<file path="config.mk">
export PLATFORM = sky130hd
export DESIGN_NAME = mips_debug_controller
export DESIGN_NICKNAME = d
export VERILOG_FILES = /design/src/rtl/mips_debug_pkg.sv /design/src/rtl/debug_word_tx.sv /design/src/rtl/mips_debug_controller.sv
export SDC_FILE = /design/constraint.sdc
export NUM_CORES = 1
export LEC_CHECK = 0
export BUFFER_PORTS_ARGS = -buffer_cell sky130_fd_sc_hd__buf_2
export CORE_ASPECT_RATIO = 1.2
export CORE_MARGIN = 2
export CORE_UTILIZATION = 45
export DETAILED_ROUTE_END_ITERATION = 12
export GPL_TIMING_DRIVEN = 0
export HOLD_SLACK_MARGIN = 0.05
export PLACE_DENSITY_LB_ADDON = 0.1
export SLEW_MARGIN = 0
export SYNTH_ARGS = -nofsm -noshare
export SYNTH_HDL_FRONTEND = slang
export SYNTH_SLANG_ARGS = --single-unit
</file>
<file path="constraint.sdc">
create_clock -name i_clk -period 2.6 [get_ports i_clk]
set_input_delay 0.13 -clock i_clk [delete_from_list [all_inputs] [get_ports i_clk]]
set_output_delay 0.13 -clock i_clk [all_outputs]
set_load 0.1 [all_outputs]
</file>
<file path="src/rtl/mips_debug_pkg.sv">
// rtl/mips_debug_pkg.sv - host command bytes, FSM state encoding and dump size for the debug controller
package mips_debug_pkg;

    localparam logic [7:0] CMD_LOAD  = 8'h4C;
    localparam logic [7:0] CMD_RESET = 8'h43;
    localparam logic [7:0] CMD_RUN   = 8'h52;
    localparam logic [7:0] CMD_STEP  = 8'h53;
    localparam logic [7:0] CMD_DUMP  = 8'h44;
    localparam logic [7:0] ACK_BYTE  = 8'h4B;

    // PC followed by r0..r31
    localparam int DUMP_WORDS = 33;

    typedef enum logic [3:0] {
        ST_IDLE,
        ST_LOAD_CNT,
        ST_LOAD_BYTE,
        ST_LOAD_WR,
        ST_ACK,
        ST_CPU_RST,
        ST_RUN,
        ST_STEP,
        ST_DUMP_LD,
        ST_DUMP_RD,
        ST_DUMP_TX,
        ST_DUMP_WAIT
    } state_t;

endpackage

</file>
<file path="src/rtl/debug_word_tx.sv">
// rtl/debug_word_tx.sv - sends one word MSB-first (or only its top byte) over a start/done byte transmitter
module debug_word_tx #(
    parameter int NB_DATA = 32,
    parameter int NB_BYTE = 8
) (
    input  logic               i_clk,
    input  logic               i_reset,
    input  logic               i_start,
    input  logic               i_single,
    input  logic [NB_DATA-1:0] i_word,
    input  logic               i_tx_done,
    output logic [NB_BYTE-1:0] o_tx_data,
    output logic               o_tx_start,
    output logic               o_done
);

    logic [NB_DATA-1:0] r_shift;
    logic [1:0]         r_left;
    logic               r_busy;

    // A done strobe in the same cycle as o_tx_start belongs to the previous byte and is ignored.
    always_ff @(posedge i_clk) begin
        if (i_reset) begin
            r_shift    <= '0;
            r_left     <= '0;
            r_busy     <= 1'b0;
            o_tx_data  <= '0;
            o_tx_start <= 1'b0;
            o_done     <= 1'b0;
        end else begin
            o_tx_start <= 1'b0;
            o_done     <= 1'b0;
            if (i_start && !r_busy) begin
                r_busy     <= 1'b1;
                o_tx_start <= 1'b1;
                o_tx_data  <= i_word[NB_DATA-1 -: NB_BYTE];
                r_shift    <= {i_word[NB_DATA-NB_BYTE-1:0], {NB_BYTE{1'b0}}};
                r_left     <= i_single ? 2'd0 : 2'd3;
            end else if (r_busy && !o_tx_start && i_tx_done) begin
                if (r_left == 2'd0) begin
                    r_busy <= 1'b0;
                    o_done <= 1'b1;
                end else begin
                    o_tx_start <= 1'b1;
                    o_tx_data  <= r_shift[NB_DATA-1 -: NB_BYTE];
                    r_shift    <= {r_shift[NB_DATA-NB_BYTE-1:0], {NB_BYTE{1'b0}}};
                    r_left     <= r_left - 2'd1;
                end
            end
        end
    end

endmodule

</file>
<file path="src/rtl/mips_debug_controller.sv">
// rtl/mips_debug_controller.sv - host command sequencer for program load, CPU reset/run/step and state dump
module mips_debug_controller
    import mips_debug_pkg::*;
#(
    parameter int NB_DATA = 32,
    parameter int NB_ADDR = 32,
    parameter int NB_REG  = 5,
    parameter int NB_BYTE = 8,
    parameter int N_REGS  = 32
) (
    input  logic               i_clk,
    input  logic               i_reset,
    input  logic [NB_BYTE-1:0] i_rx_data,
    input  logic               i_rx_valid,
    input  logic               i_tx_done,
    input  logic               i_halt,
    input  logic [NB_DATA-1:0] i_pc,
    input  logic [NB_DATA-1:0] i_reg_data,
    output logic [NB_BYTE-1:0] o_tx_data,
    output logic               o_tx_start,
    output logic               o_imem_write,
    output logic [NB_ADDR-1:0] o_imem_addr,
    output logic [NB_DATA-1:0] o_imem_data,
    output logic               o_cpu_enable,
    output logic               o_cpu_reset,
    output logic [NB_REG-1:0]  o_reg_addr,
    output logic               o_busy
);

    // Item 0 is the PC, item k is register k-1; the counter stops at the last item, never wrapping.
    localparam logic [5:0] LAST_ITEM = 6'(N_REGS < DUMP_WORDS ? N_REGS : DUMP_WORDS - 1);

    state_t                     r_state;
    logic [7:0]                 r_count;
    logic [7:0]                 r_wcnt;
    logic [1:0]                 r_byte_cnt;
    logic [5:0]                 r_item;
    logic [NB_DATA-1:0]         r_word;
    logic [NB_DATA-NB_BYTE-1:0] r_load_word;
    logic                       r_ack_sent;

    logic               w_ser_start;
    logic               w_ser_single;
    logic [NB_DATA-1:0] w_ser_word;
    logic               w_ser_done;

    assign w_ser_start  = (r_state == ST_DUMP_TX) || ((r_state == ST_ACK) && !r_ack_sent);
    assign w_ser_single = (r_state == ST_ACK);
    assign w_ser_word   = w_ser_single ? {ACK_BYTE, {(NB_DATA-NB_BYTE){1'b0}}} : r_word;

    debug_word_tx #(.NB_DATA(NB_DATA), .NB_BYTE(NB_BYTE)) u_word_tx (
        .i_clk      (i_clk),
        .i_reset    (i_reset),
        .i_start    (w_ser_start),
        .i_single   (w_ser_single),
        .i_word     (w_ser_word),
        .i_tx_done  (i_tx_done),
        .o_tx_data  (o_tx_data),
        .o_tx_start (o_tx_start),
        .o_done     (w_ser_done)
    );

    always_ff @(posedge i_clk) begin
        if (i_reset) begin
            r_state      <= ST_IDLE;
            r_count      <= '0;
            r_wcnt       <= '0;
            r_byte_cnt   <= '0;
            r_item       <= '0;
            r_word       <= '0;
            r_load_word  <= '0;
            r_ack_sent   <= 1'b0;
            o_imem_write <= 1'b0;
            o_imem_addr  <= '0;
            o_imem_data  <= '0;
            o_cpu_enable <= 1'b0;
            o_cpu_reset  <= 1'b0;
            o_reg_addr   <= '0;
            o_busy       <= 1'b0;
        end else begin
            o_imem_write <= 1'b0;
            o_cpu_reset  <= 1'b0;
            case (r_state)
                ST_IDLE: begin
                    r_item <= '0;
                    if (i_rx_valid) begin
                        case (i_rx_data)
                            CMD_LOAD: begin
                                o_busy  <= 1'b1;
                                r_state <= ST_LOAD_CNT;
                            end
                            CMD_RESET: begin
                                o_busy      <= 1'b1;
                                o_cpu_reset <= 1'b1;
                                r_state     <= ST_CPU_RST;
                            end
                            CMD_RUN: begin
                                o_busy <= 1'b1;
                                if (i_halt) begin
                                    r_state <= ST_DUMP_LD;
                                end else begin
                                    o_cpu_enable <= 1'b1;
                                    r_state      <= ST_RUN;
                                end
                            end
                            CMD_STEP: begin
                                o_busy       <= 1'b1;
                                o_cpu_enable <= 1'b1;
                                r_state      <= ST_STEP;
                            end
                            CMD_DUMP: begin
                                o_busy  <= 1'b1;
                                r_state <= ST_DUMP_LD;
                            end
                            default: ;
                        endcase
                    end
                end
                ST_LOAD_CNT: begin
                    if (i_rx_valid) begin
                        r_count    <= i_rx_data;
                        r_wcnt     <= '0;
                        r_byte_cnt <= '0;
                        r_state    <= (i_rx_data == 8'd0) ? ST_ACK : ST_LOAD_BYTE;
                    end
                end
                ST_LOAD_BYTE: begin
                    if (i_rx_valid) begin
                        r_load_word <= {r_load_word[NB_DATA-2*NB_BYTE-1:0], i_rx_data};
                        r_byte_cnt  <= r_byte_cnt + 2'd1;
                        if (r_byte_cnt == 2'd3) begin
                            o_imem_write <= 1'b1;
                            o_imem_addr  <= {{(NB_ADDR-8){1'b0}}, r_wcnt};
                            o_imem_data  <= {r_load_word, i_rx_data};
                            r_state      <= ST_LOAD_WR;
                        end
                    end
                end
                ST_LOAD_WR: begin
                    r_wcnt  <= r_wcnt + 8'd1;
                    r_state <= (r_wcnt == r_count - 8'd1) ? ST_ACK : ST_LOAD_BYTE;
                end
                ST_ACK: begin
                    if (w_ser_done) begin
                        r_ack_sent <= 1'b0;
                        o_busy     <= 1'b0;
                        r_state    <= ST_IDLE;
                    end else begin
                        r_ack_sent <= 1'b1;
                    end
                end
                ST_CPU_RST: r_state <= ST_ACK;
                ST_RUN: begin
                    if (i_halt) begin
                        o_cpu_enable <= 1'b0;
                        r_state      <= ST_DUMP_LD;
                    end
                end
                ST_STEP: begin
                    o_cpu_enable <= 1'b0;
                    r_state      <= ST_DUMP_LD;
                end
                ST_DUMP_LD: begin
                    if (r_item == 6'd0) begin
                        r_word  <= i_pc;
                        r_state <= ST_DUMP_TX;
                    end else begin
                        o_reg_addr <= NB_REG'(r_item - 6'd1);
                        r_state    <= ST_DUMP_RD;
                    end
                end
                ST_DUMP_RD: begin
                    r_word  <= i_reg_data;
                    r_state <= ST_DUMP_TX;
                end
                ST_DUMP_TX: r_state <= ST_DUMP_WAIT;
                ST_DUMP_WAIT: begin
                    if (w_ser_done) begin
                        if (r_item == LAST_ITEM) begin
                            o_busy  <= 1'b0;
                            r_state <= ST_IDLE;
                        end else begin
                            r_item  <= r_item + 6'd1;
                            r_state <= ST_DUMP_LD;
                        end
                    end
                end
                default: r_state <= ST_IDLE;
            endcase
        end
    end

endmodule

</file>
* After elaboration in Yosys (flattened, before gate mapping)
Index checks and enable logic that the tools add are counted. Widths: inputs -> output; s select.
Word-level totals: register bits after elaboration 171, latch bits 0, memory bits (writable) 0, memory bits (read-only) 0, bits of input ports 77, output and inout port bits 82, memories 0
Operators by class: $add $sub $neg 6, $mul 0, divide/modulo/power cells 0, magnitude comparators 0, eq/ne operators 34, shifts and indexed selects 0, muxes and demuxes 56, bitwise operators 5, reductions and logical operators 37
Operators by type and width (count):
- $mux 32 | 5
- $pmux 32 s2 | 1
- $pmux 4 s12 | 1
- $eq 8x7->1 const B | 5
- $mux 4 | 9
- $mux 8 | 4
- $ne 2x2->1 const B | 10
- $pmux 4 s5 | 1
- $mux 1 | 18
- $eq 4x3->1 const B | 4
- $eq 4x4->1 const B | 4
- $pmux 8 s2 | 1
- $mux 2 | 7
- $reduce_and 2->1 | 7
- $mux 6 | 2
- $pmux 6 s2 | 1
- $reduce_bool 2->1 | 6
- $reduce_and 3->1 | 3
- $reduce_or 3->1 | 3
- $add 8x1->8 const B | 1
- $eq 4x2->1 const B | 2
- $eq 8x8->1 | 1
- $logic_not 8->1 | 1
- $reduce_and 8->1 | 1
- 27 further kinds | 40

* Logic depth before layout (Yosys ltp)
depth after elaboration 6, mapped depth 10, mapped depth without buffers 8

* Cells and area by module
A second synthesis with hierarchy kept.
Unflattened totals: cell total of the unflattened synthesis 976, area, all modules 8131.5 um^2
By module, submodules not included:
- mips_debug_controller | instances 1, cells each 778, area an instance 6401.1 um^2, sequential area each 2682.6 um^2
- debug_word_tx | instances 1, cells each 198, area an instance 1730.4 um^2, sequential area each 740.7 um^2

* Least setup slack after synthesis
OpenSTA, ideal clock, no wires.
kind reg-to-reg, from register u_word_tx.o_tx_start, to register u_word_tx.o_tx_data[0], library setup time 0.086 ns, data arrival time 1.890 ns, required time 2.514 ns, setup slack 0.624 ns, stages on the path, launching flop included 6, path buffers 2, period minus slack after synthesis 1.976 ns, path through dfxtp_1 > nor4bb_1 > buf_2 > buf_2 > mux2i_1 > a211oi_1
On the way: word-level cells in the longest chain between the ends 5
RTL lines:
- start: declaration | RTL line debug_word_tx.sv:13 | output logic o_tx_start,
- start signal: assignment | RTL line debug_word_tx.sv:28 | o_tx_start <= 1'b0;
- start signal: assignment | RTL line debug_word_tx.sv:31 | o_tx_start <= 1'b0;
- start signal: assignment | RTL line debug_word_tx.sv:35 | o_tx_start <= 1'b1;
- $logic_not 1->1 | RTL line debug_word_tx.sv:39 | end else if (r_busy && !o_tx_start && i_tx_done) begin
- $logic_and 1x1->1 (2 in series) | RTL line debug_word_tx.sv:39
- $reduce_bool 2->1 (no source line)
- $reduce_and 2->1 (no source line)
- end signal: assignment | RTL line debug_word_tx.sv:36 | o_tx_data <= i_word[NB_DATA-1 -: NB_BYTE];
- end signal: assignment | RTL line debug_word_tx.sv:45 | o_tx_data <= r_shift[NB_DATA-1 -: NB_BYTE];
- end: declaration | RTL line debug_word_tx.sv:12 | output logic [NB_BYTE-1:0] o_tx_data,
No other way between the ends. A chain may end at the register's enable or synchronous reset.

* Final worst setup path
from register r_state[1], to register r_word[17]
On the way: word-level cells in the longest chain between the ends 3, elaborated cells between the ends (all ways) 6, classes of those cells eq/ne (3); mux (1); reduce/logical (2)
RTL lines:
- start: declaration | RTL line mips_debug_controller.sv:33 | state_t r_state;
- start signal: assignment | RTL line mips_debug_controller.sv:124 | r_state <= (i_rx_data == 8'd0) ? ST_ACK : ST_LOAD_BYTE;
- start signal: assignment | RTL line mips_debug_controller.sv:141 | r_state <= (r_wcnt == r_count - 8'd1) ? ST_ACK : ST_LOAD_BYTE;
- $eq 4x4->1 | RTL line mips_debug_controller.sv:83 | case (r_state)
- $ne 2x2->1 (no source line) or $reduce_bool 2->1 (tied branches)
- $reduce_and 2->1 (no source line)
- end signal: assignment | RTL line mips_debug_controller.sv:165 | r_word <= i_pc;
- end signal: assignment | RTL line mips_debug_controller.sv:173 | r_word <= i_reg_data;
- end: declaration | RTL line mips_debug_controller.sv:38 | logic [NB_DATA-1:0] r_word;
Several ways; a longest one is shown, not always the timed one.

==> metrics.yaml <==
ys_seq_area_share_pct: 44.0
grt_max_degree: 19
die_w_um: 124
drt-initial-drc-count: 328
synth.distinct_cells: 70
antenna_found_initial: 0
worstSkewPairLatency_ps: 440
track_usage_pct: 22.8
tns_ps: 0
crit_path_max_fanout: 10
routedWlPerCell_um: 15.1
grt_overflow: 0
wirelength_um: 20400
place.gp.congestion: 0.849
async_flop_share_pct: 0
grt_pass1_wl_um: 32900
start_kind: "flip-flop"
syn_to_final_growth_pct: 27.7
path_cells: "clkbuf_8 > nor2_1 > and3_1 > buf_2 > clkbuf_4 > mux2i_1 > dlygate4sd3_1 > a211oi_1"
synth_area_sq_um: 7780
postCtsSetupBuffers: 0
finalCritPeriodShare_pct: 96.3
fmax_ghz: 0.399
placed_cells: 1266
die_area_sq_um: 18400
core_sq_um: 16900
crit_required_ps: 2900
hold_ws_ps: 41.9
root_buffer: "clkbuf_16"
status: "finished clean"
num-nets-final: 1207
vias: 6895
p_clk_share_pct: 45.4
die_y_um: 148
synth_edf_count: 0
cts_max_level: 4
num_rows: 52
yosysWarnings: 0
maxCapViolCount: 0
met1_length_um: 8690
slew-limit-headroom_pct: 27.6
ant_nets: 0
ys.flop_type: "dfxtp_1"
min_path_type: "primary input to flip-flop"
switchingPower_uw: 1480
num_antenna_cells: 0
peakVddDrop_uv: 444
drive_above_1_share_pct: 21.9
worst_pin_slew_ps: 1080
initial_core_util_pct: 46.0
io_pins: 159
synth-seq-cells: 171
final_cell_mix: "dfxtp_1 (171), buf_2 (156), nand2_1 (146), a21oi_1 (104), nor2_1 (92)"
setup_viol: 0
p_sw_share_pct: 26.2
cpPeakStageDelay_ps: 590
skew_ps: 6.75
top_layer: "met4"
netlist_instances: 895
cpMaxStageDelayCell: "dlygate4sd3_1"
endpoint_kind: "flip-flop"
synth.avg_cell_area_sq_um: 8.70
grt_pass1_vias: 6631
hpwl_um: 14700
rsz0062_at_grt: "false"
wl_met3_um: 811
period_needed_ps: 2500
firstDrtPassIters: 5
criticalPathCategory: "flip-flop to flip-flop"
intPower_uw: 4160
cts_buffer_depth: 2
slew_viol_final: 0
final_common_cell: "dfxtp_1"
power.leakage_uw: 0.00395
cts.sinks: 171
wl_met2_um: 10300
combinationalPowerShare_pct: 8.1
cp_data_arrival_time_ps: 2800
drc: 0
io_buffers: 132
vias_per_cell: 5.10
cts.clk_slew.worst_paths_ps: 70
fin_cells: 1352
cts_tree: "yes"
cellPowerDensity_nw_per_um2: 567
cts_buffers: 17
hold_violations: 0
power_frac_seq_pct: 46.6
## power by group through the flow
stage	Combinational, uW	Sequential [uW]	Clock (uW)
after floorplan	276	2690	0
after global placement	386	2680	0
after detailed placement	389	2680	0
after CTS	451	2620	2610
after global routing	482	2620	2720
final	454	2620	2560
## layer usage
layer	GRT usage, %	vias to the layer above
li1	-	3535
met1	27.0	3159
met2	39.8	171
met3	4.56	30
met4	9.33	0
met5	0	-
## kinds of logic after synthesis
| family | synth area share (%) |
|---|---|
| AND/OR/NAND/NOR | 19.7 |
| AO/OA/AOI/OAI | 16.8 |
| flip-flops | 44.0 |
| buffers and inverters | 7.80 |
| multiplexers | 8.49 |
| XOR/XNOR | 2.03 |
| adder cells (fa/ha/maj) | 1.12 |
| other | 0.0482 |
## cell usage after synthesis (all sizes together) (4+ instances only)
| cell | n | share of area (%) |
|---|---|---|
| nor4 | 4 | 0.51 |
| and3 | 8 | 0.64 |
| xor2 | 11 | 1.2 |
| nor4b | 4 | 0.72 |
| o21ai | 6 | 0.39 |
| inv | 8 | 0.39 |
| xnor2 | 7 | 0.79 |
| nand3 | 11 | 0.71 |
| nand3b | 5 | 0.48 |
| nor2 | 95 | 4.7 |
| nand4 | 7 | 0.56 |
| buf | 60 | 5.1 |
| a21oi | 105 | 6.8 |
| nand2b | 7 | 0.66 |
| a211oi | 65 | 6.5 |
| ha | 7 | 1.1 |
| clkbuf | 33 | 2.3 |
| nand2 | 146 | 7.0 |
| a22oi | 9 | 0.87 |
| mux2i | 66 | 8.5 |
| or3 | 4 | 0.34 |
| dfxtp | 171 | 44 |
| nor3 | 11 | 0.92 |
## metrics by stage
step                utilization, %  area (sq um)  setup slack [ps]  power (uW)
floorplan                        -          7870               624        2960
global placement              52.0          8800               389        3070
detailed placement            52.0          8800               399        3070
CTS                           58.8          9940               133        5680
global route                  58.8          9940              20.2        5820
finish                        58.8          9940              96.5        5630
## worst paths after layout
| kind | startpoint | end | slack, ps | cells after the start |
|---|---|---|---|---|
| worst min-delay path | i_reg_data[28] | r_word[28] | 40 | 3 |
| worst min register to register | o_imem_data[24] | o_imem_data[24] | 450 | 2 |
| worst max-delay path | r_state[1] | r_word[17] | 100 | 8 |
| worst max register to register | r_state[1] | r_word[17] | 100 | 8 |
## sequential cells by signal, indices dropped and copies added (netlist names), 6 cells and up
name,flops
r_word,32
u_word_tx.r_shift,24
r_wcnt,8
o_imem_addr,8
o_imem_data,32
r_load_word,24
r_item,6
u_word_tx.o_tx_data,8
r_count,8
## what timing repair did
| action | in CTS | in global routing |
|---|---|---|
| gates resized for setup | 0 | 1 |
| hold buffers | 54 | 0 |
| hold endpoints to repair | 45 | 0 |
| endpoints found under the setup margin | 0 | 2 |
## layout make-up
type                    count  area [sq um]
fillers                  1561          6970
inverters                   8          30.0
clock inverters            15           171
multi-input cells         646          3840
well taps                 216           270
flip-flops and latches    171          3420
plain buffers              93           579
clock buffers              17           425
repair buffers            186          1200
## critical path, delay by kind of cell (launching register included)
family	cells	cell delay [ps]
AO/OA/AOI/OAI	1	70
AND/OR/NAND/NOR	2	520
multiplexers	1	230
flip-flops	1	310
buffers and inverters	4	1240
Note: power is estimated with default switching activity, not from simulation.
